==> config.mk <==
export PLATFORM = sky130hd
export DESIGN_NAME = uart_cmd_decoder
export DESIGN_NICKNAME = d
export VERILOG_FILES = /design/src/rtl/uart_cmd_pkg.sv /design/src/rtl/cmd_timeout_counter.sv /design/src/rtl/uart_cmd_decoder.sv
export SDC_FILE = /design/constraint.sdc
export NUM_CORES = 1
export LEC_CHECK = 0
export CORE_UTILIZATION = 60
export DETAILED_ROUTE_END_ITERATION = 10
export GPL_ROUTABILITY_DRIVEN = 0
export PLACE_DENSITY_LB_ADDON = 0.08
export SLEW_MARGIN = 20
export SYNTH_ARGS = -nofsm -noshare
export SYNTH_HDL_FRONTEND = slang
export SYNTH_HIERARCHICAL = 1
export SYNTH_SLANG_ARGS = --single-unit
==> constraint.sdc <==
create_clock -name clk -period 3.8 [get_ports clk]
set_input_delay 0.38 -clock clk [delete_from_list [all_inputs] [get_ports clk]]
set_output_delay 0.38 -clock clk [all_outputs]
set_load 0.005 [all_outputs]
==> src/rtl/uart_cmd_pkg.sv <==
// Shared types and ASCII constants for the UART command decoder.
package uart_cmd_pkg;

    typedef enum logic [2:0] {
        IDLE,
        WAIT_D1,
        WAIT_D2,
        WAIT_CR,
        RESP
    } state_t;

    localparam logic [7:0] ACK  = 8'h21;
    localparam logic [7:0] NAK  = 8'h3F;
    localparam logic [7:0] CR   = 8'h0D;
    localparam logic [7:0] LF   = 8'h0A;
    localparam logic [7:0] CH_R = 8'h52;
    localparam logic [7:0] CH_C = 8'h43;
    localparam logic [7:0] CH_M = 8'h4D;
    localparam logic [7:0] CH_S = 8'h53;

    function automatic logic [7:0] to_upper(input logic [7:0] b);
        return (b >= 8'h61 && b <= 8'h7A) ? b - 8'h20 : b;
    endfunction

    function automatic logic is_digit(input logic [7:0] b);
        return (b >= 8'h30 && b <= 8'h39);
    endfunction

    function automatic logic [7:0] sat_inc(input logic [7:0] v);
        return (v == 8'hFF) ? v : v + 8'd1;
    endfunction

endpackage

==> src/rtl/cmd_timeout_counter.sv <==
// Inter-byte idle counter; expired flags TIMEOUT_CYC-1 idle cycles since clear.
module cmd_timeout_counter #(
    parameter int TIMEOUT_CYC = 100_000_000
) (
    input  logic clk,
    input  logic rst,
    input  logic clear,
    input  logic enable,
    output logic expired
);

    localparam int W = $clog2(TIMEOUT_CYC);
    localparam logic [W-1:0] LAST = W'(TIMEOUT_CYC - 1);

    logic [W-1:0] cnt;

    assign expired = enable & (cnt == LAST);

    always_ff @(posedge clk) begin
        if (rst || clear) begin
            cnt <= '0;
        end else if (enable && cnt != LAST) begin
            cnt <= cnt + W'(1);
        end
    end

endmodule

==> src/rtl/uart_cmd_decoder.sv <==
// RX-FIFO byte stream command decoder: command pulses plus one
// acknowledge byte per command into the TX FIFO.
module uart_cmd_decoder
    import uart_cmd_pkg::*;
#(
    parameter int TIMEOUT_CYC = 100_000_000
) (
    input  logic       clk,
    input  logic       rst,
    input  logic       rx_empty,
    input  logic [7:0] rx_data,
    output logic       rx_rd,
    input  logic       tx_full,
    output logic       tx_wr,
    output logic [7:0] tx_data,
    output logic       cmd_run,
    output logic       cmd_clear,
    output logic       cmd_mode,
    output logic       set_valid,
    output logic [6:0] set_value,
    output logic [7:0] err_cnt
);

    state_t     state;
    logic [3:0] d1;
    logic [3:0] d2;
    logic [7:0] ch;
    logic       waiting;
    logic       expired;
    logic       bad;

    assign ch      = to_upper(rx_data);
    assign waiting = (state == WAIT_D1) || (state == WAIT_D2) ||
                     (state == WAIT_CR);
    assign rx_rd   = ~rst & (state != RESP) & ~rx_empty;
    assign tx_wr   = ~rst & (state == RESP) & ~tx_full;

    cmd_timeout_counter #(
        .TIMEOUT_CYC(TIMEOUT_CYC)
    ) u_timeout (
        .clk    (clk),
        .rst    (rst),
        .clear  (rx_rd | ~waiting),
        .enable (waiting),
        .expired(expired)
    );

    // Any rejected byte or a stalled multi-byte command ends in a NAK.
    always_comb begin
        bad = 1'b0;
        unique case (state)
            IDLE:
                bad = rx_rd &
                      !(ch inside {CH_R, CH_C, CH_M, CH_S, CR, LF});
            WAIT_D1, WAIT_D2:
                bad = rx_rd ? !is_digit(rx_data) : expired;
            WAIT_CR:
                bad = rx_rd ? (rx_data != CR) : expired;
            default:
                bad = 1'b0;
        endcase
    end

    always_ff @(posedge clk) begin
        if (rst) begin
            state     <= IDLE;
            d1        <= '0;
            d2        <= '0;
            tx_data   <= '0;
            cmd_run   <= 1'b0;
            cmd_clear <= 1'b0;
            cmd_mode  <= 1'b0;
            set_valid <= 1'b0;
            set_value <= '0;
            err_cnt   <= '0;
        end else begin
            cmd_run   <= 1'b0;
            cmd_clear <= 1'b0;
            cmd_mode  <= 1'b0;
            set_valid <= 1'b0;
            if (bad) begin
                tx_data <= NAK;
                err_cnt <= sat_inc(err_cnt);
                state   <= RESP;
            end else begin
                unique case (state)
                    IDLE: begin
                        if (rx_rd) begin
                            unique case (1'b1)
                                ch == CH_R: begin
                                    cmd_run <= 1'b1;
                                    tx_data <= ACK;
                                    state   <= RESP;
                                end
                                ch == CH_C: begin
                                    cmd_clear <= 1'b1;
                                    tx_data   <= ACK;
                                    state     <= RESP;
                                end
                                ch == CH_M: begin
                                    cmd_mode <= 1'b1;
                                    tx_data  <= ACK;
                                    state    <= RESP;
                                end
                                ch == CH_S: state <= WAIT_D1;
                                default: state <= IDLE;
                            endcase
                        end
                    end
                    WAIT_D1: begin
                        if (rx_rd) begin
                            d1    <= rx_data[3:0];
                            state <= WAIT_D2;
                        end
                    end
                    WAIT_D2: begin
                        if (rx_rd) begin
                            d2    <= rx_data[3:0];
                            state <= WAIT_CR;
                        end
                    end
                    WAIT_CR: begin
                        if (rx_rd) begin
                            set_value <= 7'(d1) * 7'd10 + 7'(d2);
                            set_valid <= 1'b1;
                            tx_data   <= ACK;
                            state     <= RESP;
                        end
                    end
                    RESP: begin
                        if (!tx_full) begin
                            state <= IDLE;
                        end
                    end
                    default: state <= IDLE;
                endcase
            end
        end
    end

endmodule

==> flow_summary_export.csv <==
group,metric,value,unit
timing,timing.final.ws_setup,0.615,ns
clocking,hold_buffers,0,
critical_path,cp-start-kind,"register",
routing,dr.first_iter.drc_count,82,
clocking,cts_made_buffers,9,
timing,drv_slew,0,
timing,fmax,314,MHz
final_layout,layout.cells.non_filler,491,
critical_path,critPathKind,"reg2reg",
timing,fin_crit_sh,83.8,%
status,status,"completed",
synthesis,ys_types,70,
floorplan,rows,26,
clocking,cts_resized,0,
synthesis,synth-seq-cells,59,
timing,tightest_slew,0.624,ns
pwr,power_switching,286,uW
timing,finalSetupViolCount,0,
global_routing,grt_pass1_vias,2702,
final_layout,nFillCells,426,
pwr,seq_power_share,53.4,%
pwr,ir_drop,222,uV
global_routing,grt_usage,24.7,%
synthesis,yosysWarnings,6,
timing,relSlewSlack,58.2,%
synthesis,netlist_area,3380,um^2
final_layout,utilization,74.0,%
routing,post_drt_wl_per_cell,13.9,um
synthesis,seq_area_frac_synth,35.0,%
routing,antenna_left,0,
floorplan,initial_core_util,64.1,%
place,port_buffers,38,
synthesis,syn_area_per_cell,8.73,um^2
timing,min_period,3.18,ns
synthesis,synth_edf_count,0,
clocking,cts_tree,"done",
timing,rsz0062_at_grt,"no",
critical_path,path_max_fanout,16,
pwr,total_power,1.18,mW
floorplan,die_w,77.0,um
clocking,cts.reportedPaths.clkPinSlew,0.06,ns
floorplan,die_h,77.0,um
timing,finalHoldViolCount,0,
place,placed_cells,477,
critical_path,required,4.07,ns
clocking,clock_path_buffers,2,
routing,vias_per_cell,5.77,
synthesis,async_flop_share,0,%
global_routing,antenna_found_initial,0,
clocking,cts-root-buf,"clkbuf_8",
synthesis,syn_inst,387,
floorplan,die_area,5930,um^2
global_routing,overflow,0,
global_routing,grt_pass1_wl,11.8,mm
synthesis,synth_ff_type,"dfxtp_1",
pwr,pwr-share-comb,7.3,%
clocking,clock-sinks,59,
pwr,power_frac_clock,39.3,%
floorplan,io_pins,41,
routing,dr.pass1.iters,4,
place,hpwl,4.87,mm
final_layout,drive_gt1_share,10.5,%
final_layout,finalNetCount,442,
pwr,p_sw_share,24.3,%
run,max-cap-violations,0,
routing,route.vias.total,2832,
critical_path,crit_arrival,3.46,ns
clocking,clk_latency,0.34,ns
routing,remaining_drc_errors,0,
critical_path,end_kind,"register",
routing,routed_wl,6.82,mm
pwr,powerDensity,302,nW/um^2
clocking,post_cts_buffers,0,
timing,fin_setup_tns,0,ns
global_routing,grt_max_degree,39,
pwr,p_int,891,uW
pwr,p_leak,1.33,nW
final_layout,area_growth_syn_to_layout,15.4,%
hold_path,min_path_type,"reg2reg",
final_layout,diodes,0,
clocking,htree_levels,3,
timing,skew,0.00502,ns
floorplan,core_area,5270,um^2
place,dp_slack,0.377,ns
## logic make-up (layout without fill, tap and decap cells)
logic type | Yosys count | count (layout) | synth area share, %
AND/OR/NAND/NOR | 173 | 173 | 29.4
AO/OA/AOI/OAI | 66 | 66 | 14.6
flip-flops | 59 | 59 | 35.0
buffers and inverters | 39 | 72 | 5.74
XOR/XNOR | 19 | 19 | 4.93
multiplexers | 18 | 18 | 5.37
adder cells (fa/ha/maj) | 12 | 12 | 4.89
other | 1 | 2 | 0.111
## placed cells by master, fill, tap and decap left out, types with 2 or more instances in the layout
| cell type | instances |
|---|---|
| a211oi_1 | 2 |
| a21o_1 | 2 |
| a21oi_1 | 19 |
| a31oi_1 | 4 |
| and2_1 | 4 |
| and3_1 | 5 |
| and4_4 | 4 |
| buf_4 | 5 |
| clkbuf_1 | 2 |
| clkbuf_8 | 9 |
| clkdlybuf4s50_1 | 38 |
| clkinv_2 | 2 |
| conb_1 | 2 |
| dfxtp_1 | 59 |
| fa_1 | 2 |
| ha_1 | 10 |
| inv_1 | 15 |
| mux2i_1 | 17 |
| nand2_1 | 27 |
| nand2b_1 | 6 |
| nand3_1 | 14 |
| nand3b_1 | 4 |
| nand4_1 | 5 |
| nor2_1 | 41 |
| nor2b_1 | 6 |
| nor3_1 | 11 |
| nor3_4 | 2 |
| nor3b_1 | 2 |
| nor4_1 | 9 |
| o211ai_1 | 3 |
| o21ai_0 | 14 |
| o31ai_1 | 4 |
| or2b_1 | 2 |
| or3_1 | 8 |
| or4_1 | 7 |
| or4_4 | 2 |
| xnor2_1 | 17 |
| xor2_1 | 2 |
## final timing paths
path | from | to | slack, ns | depth (start not counted)
hold reg to reg | u_timeout/cnt[7] | u_timeout/cnt[7] | 0.47 | 2
hold / removal | u_timeout/cnt[7] | u_timeout/cnt[7] | 0.47 | 2
setup / recovery | u_timeout/cnt[0] | err_cnt[5] | 0.62 | 9
setup reg to reg | u_timeout/cnt[0] | err_cnt[5] | 0.62 | 9
## metrics by stage
step	hold slack (ns)	area [um^2]
finish	0.466	3900
global route	0.490	3900
CTS	0.468	3900
detailed placement	0.460	3750
global placement	0.447	3750
floorplan	0.432	3380
## critical path, stage by stage, from the launching register on
cell,delay [ns]
dfxtp_1,0.37
ha_1,0.20
and4_1,0.26
nand2_1,0.33
nor4_1,0.56
o21ai_0,0.26
o22ai_4,0.27
nor2_2,0.18
or4_1,0.55
a21oi_1,0.14
## cell type report
class                   count  area (um^2)  area share [%]
clock inverters             3         17.5           0.449
clock buffers              11          131            3.37
well taps                  70         87.6            2.25
multi-input cells         290         2010            51.5
flip-flops and latches     59         1180            30.3
repair buffers             43          418            10.7
inverters                  15         56.3            1.44
## cell usage after synthesis, types with 2 or more instances
| library cell | count | area, um^2 |
|---|---|---|
| nand2b_1 | 6 | 37.5 |
| nand2_1 | 27 | 101 |
| nor4_1 | 9 | 56.3 |
| o21ai_0 | 14 | 70.1 |
| o31ai_1 | 4 | 30.0 |
| clkbuf_1 | 11 | 41.3 |
| a21o_1 | 2 | 15.0 |
| or4_4 | 2 | 22.5 |
| or2b_1 | 2 | 15.0 |
| xor2_1 | 2 | 17.5 |
| a211oi_1 | 2 | 15.0 |
| and3_1 | 5 | 31.3 |
| fa_1 | 2 | 40.0 |
| nand3_1 | 14 | 70.1 |
| buf_4 | 10 | 75.1 |
| nor2b_1 | 6 | 37.5 |
| nand3b_1 | 4 | 30.0 |
| nor3b_1 | 2 | 15.0 |
| mux2i_1 | 17 | 170 |
| a21oi_1 | 19 | 95.1 |
| xnor2_1 | 17 | 149 |
| nand4_1 | 5 | 31.3 |
| dfxtp_1 | 59 | 1180 |
| or3_1 | 8 | 50.1 |
| or4_1 | 7 | 52.6 |
| nor3_1 | 11 | 55.1 |
| a31oi_1 | 4 | 25.0 |
| and4_4 | 4 | 45.0 |
| ha_1 | 10 | 125 |
| nor3_4 | 2 | 32.5 |
| inv_1 | 15 | 56.3 |
| o211ai_1 | 3 | 22.5 |
| and2_1 | 4 | 25.0 |
| buf_2 | 2 | 10.0 |
| nor2_1 | 41 | 154 |
## registers in the layout, indices dropped and copies added, names as in the netlist
name	flops
d1	4
u_timeout/cnt	27
d2	4
cmd_clear	1
cmd_run	1
set_value	7
tx_data	2
set_valid	1
err_cnt	8
state	3
cmd_mode	1
## routing by layer
metal  vias to the layer above  track usage [%]  routed length (um)
met5                         -                0                   0
met4                         0             13.6                 182
met1                      1333             29.0                3120
li1                       1446                -                   -
met2                        38             43.4                3360
met3                        15             3.21                 160
## power groups by stage
stage | Clock, mW | Combinational, mW | Sequential [mW]
after detailed placement | 0 | 0.0860 | 0.642
after global routing | 0.498 | 0.0940 | 0.628
after floorplan | 0 | 0.0536 | 0.640
final | 0.463 | 0.0862 | 0.628
after global placement | 0 | 0.0852 | 0.642
after CTS | 0.472 | 0.0866 | 0.628
Note: power is estimated with default switching activity, not from simulation.
==> RTL edit: new RTL, config.mk and constraints unchanged <==
Re-encode `state_t` (5 states) as one-hot, 5 bits wide.
--- a/src/rtl/uart_cmd_pkg.sv
+++ b/src/rtl/uart_cmd_pkg.sv
@@ -3,8 +3,8 @@
 
-    typedef enum logic [2:0] {
-        IDLE,
-        WAIT_D1,
-        WAIT_D2,
-        WAIT_CR,
-        RESP
+    typedef enum logic [4:0] {
+        IDLE    = 5'b00001,
+        WAIT_D1 = 5'b00010,
+        WAIT_D2 = 5'b00100,
+        WAIT_CR = 5'b01000,
+        RESP    = 5'b10000
     } state_t;
Behaviour: no difference found for any inputs over 4 cycles, from zero or initial values and one cycle with rst high; so few cycles prove little.
==> RTL edit against the unedited design <==
  * Clock skew up 5.6 ps
  * Routed wire length up 12%
  * Area after synthesis up 1.7%
  * Die area increased by 1.7%
  * Power grew 11%
  * Sequential cell count up 2
  * Final area grew 1.7%
  * Worst setup slack improved by 130 ps
  * Sequential power is 3.7% higher
  * Register-to-register slack better by 230 ps
  * Global-route usage grew 2.5 points
  * Sequential share of layout area increased by 0.50 points
  * Via count is 8.2% higher
  * Critical path type is now primary input to flip-flop
  * Clock power increased by 20%
  * Highest routed layer unchanged
==> RTL edit: results (changes against the unedited design) <==
[logic_synthesis]
synth.distinct_cells = 61  ; was 70
yosysWarnings = 6  ; unchanged
ys_seq_area_frac = 0.3556  ; was 0.3498
synth_top_area_share = 0.3556  ; was 0.3498
yosys-top-cells-count = dfxtp_1 (61), nand2_1 (45), nor2_1 (41), a21oi_1 (25), mux2i_1 (17)  ; was dfxtp_1 (59), nor2_1 (41), nand2_1 (27), a21oi_1 (19)
synth.area.top_cells = dfxtp_1 (36%), mux2i_1 (5.0%), nand2_1 (4.9%)  ; was dfxtp_1 (35%), mux2i_1 (5.0%), nor2_1 (4.6%)
async_reset_ff_frac = 0  ; unchanged

[routing]
firstDrtPassIters = 5  ; was 4
drt_first_iter_violations = 163  ; was 82
wl_per_cell_um = 14.88  ; was 13.90 µm
vias_per_cell = 5.971  ; was 5.768

[layout]
drive_above_1_share = 0.07483  ; was 0.1045
antenna-diode-count = 0  ; unchanged
finalNetCount = 462  ; was 442

[worst_setup_path]
crit_arrival_ps = 3330  ; was 3460 ps
crit_fanout = 13  ; was 16

[global_route]
grt_pass1_vias = 2830  ; was 2702
antenna_found_initial = 0  ; unchanged
grt_pass1_wl_um = 12940  ; was 11770 µm
grt_max_degree = 25  ; was 39
track_usage = 0.2721  ; was 0.2471

[pwr]
peakVddDrop_mv = 0.2919  ; was 0.2223 mV
p_leak_nw = 1.354  ; was 1.335 nW

[clocking]
cts_root_buf = clkbuf_8  ; unchanged
cts.clk_slew.worst_paths_ps = 70
insertion_delay_ps = 340  ; about the same
post_cts_buffers = 0  ; unchanged
htreeDepth = 3  ; unchanged

[sta]
fin_skew_ps = 10.62  ; was 5.020 ps
max_slew_margin = 0.5197  ; was 0.5824

[status]
status = finished clean  ; unchanged

[place]
portBuffers = 38  ; unchanged
hpwlAfterDp_um = 5341  ; was 4866 µm

==> RTL edit: area by class of cell <==
cell class	instances	area [µm²]
clock inverter	2	35.03
tap	72	90.09
fill	435	1543
inverter	13	48.80
clock buffer	12	145.1
timing repair buffer	40	395.4
sequential	61	1221
multi-input combinational	313	2028
==> RTL edit: per-layer routing <==
| metal | wire, µm | vias up | GRT usage |
|---|---|---|---|
| li1 | - | 1537 | - |
| met1 | 3914 | 1416 | 0.3780 |
| met2 | 3222 | 100 | 0.4071 |
| met3 | 396 | 10 | 0.06824 |
| met4 | 103 | 0 | 0.09623 |
| met5 | 0 | - | 0 |
==> RTL edit: kinds of logic (layout without fill, tap and decap cells) <==
family	after synthesis	in the layout	share of synthesized area
xor gates and xnor gates	17	17	0.04335
buffers and inverters	36	67	0.05683
adders and majority gates	12	12	0.04809
and+or+nand+nor	193	193	0.3107
muxes	18	18	0.05282
other	1	2	0.001092
AOI/OAI and AO/OA	71	71	0.1315
DFF	61	61	0.3556
==> RTL edit: critical path, stage by stage <==
cell and delay [ps]:
clkdlybuf4s50_1 570, inv_1 120, ha_1 340, o41ai_2 480
a221oi_2 170, nor3_2 640, and3_1 410, mux2i_1 220
==> RTL edit: where the power goes <==
part | internal [W] | switching (W) | leakage [nW]
Combinational | 0.0000431 | 0.0000542 | 0.770
Clock | 0.000313 | 0.000243 | 0.0923
Sequential | 0.000644 | 0.00000711 | 0.492
Total | 0.00100 | 0.000305 | 1.35
==> RTL edit: through the flow <==
| step | total power [W] | worst slack, ps | instance area (µm²) | utilization | instances |
|---|---|---|---|---|---|
| 2_1_floorplan | 0.0007263 | 1177 | 3438 | - | 410 |
| 3_3_place_gp | 0.0007581 | 542.3 | 3784 | 0.6871 | 499 |
| 3_5_place_dp | 0.0007607 | 453.5 | 3784 | 0.6871 | 499 |
| 4_1_cts | 0.001309 | 788.3 | 3964 | 0.7198 | 513 |
| 5_1_grt | 0.001342 | 481.6 | 3964 | 0.7198 | 513 |
| 6_report | 0.001305 | 741.1 | 3964 | 0.7198 | 513 |
==> RTL edit: final timing paths <==
check             slack (ps)  depth (start not counted)    endpoint  startpoint
hold reg to reg          460                          2       d2[0]       d2[0]
setup / recovery         740                          8       d1[3]  rx_data[5]
setup reg to reg         850                          9  err_cnt[5]    state[0]
hold / removal           460                          2       d2[0]       d2[0]
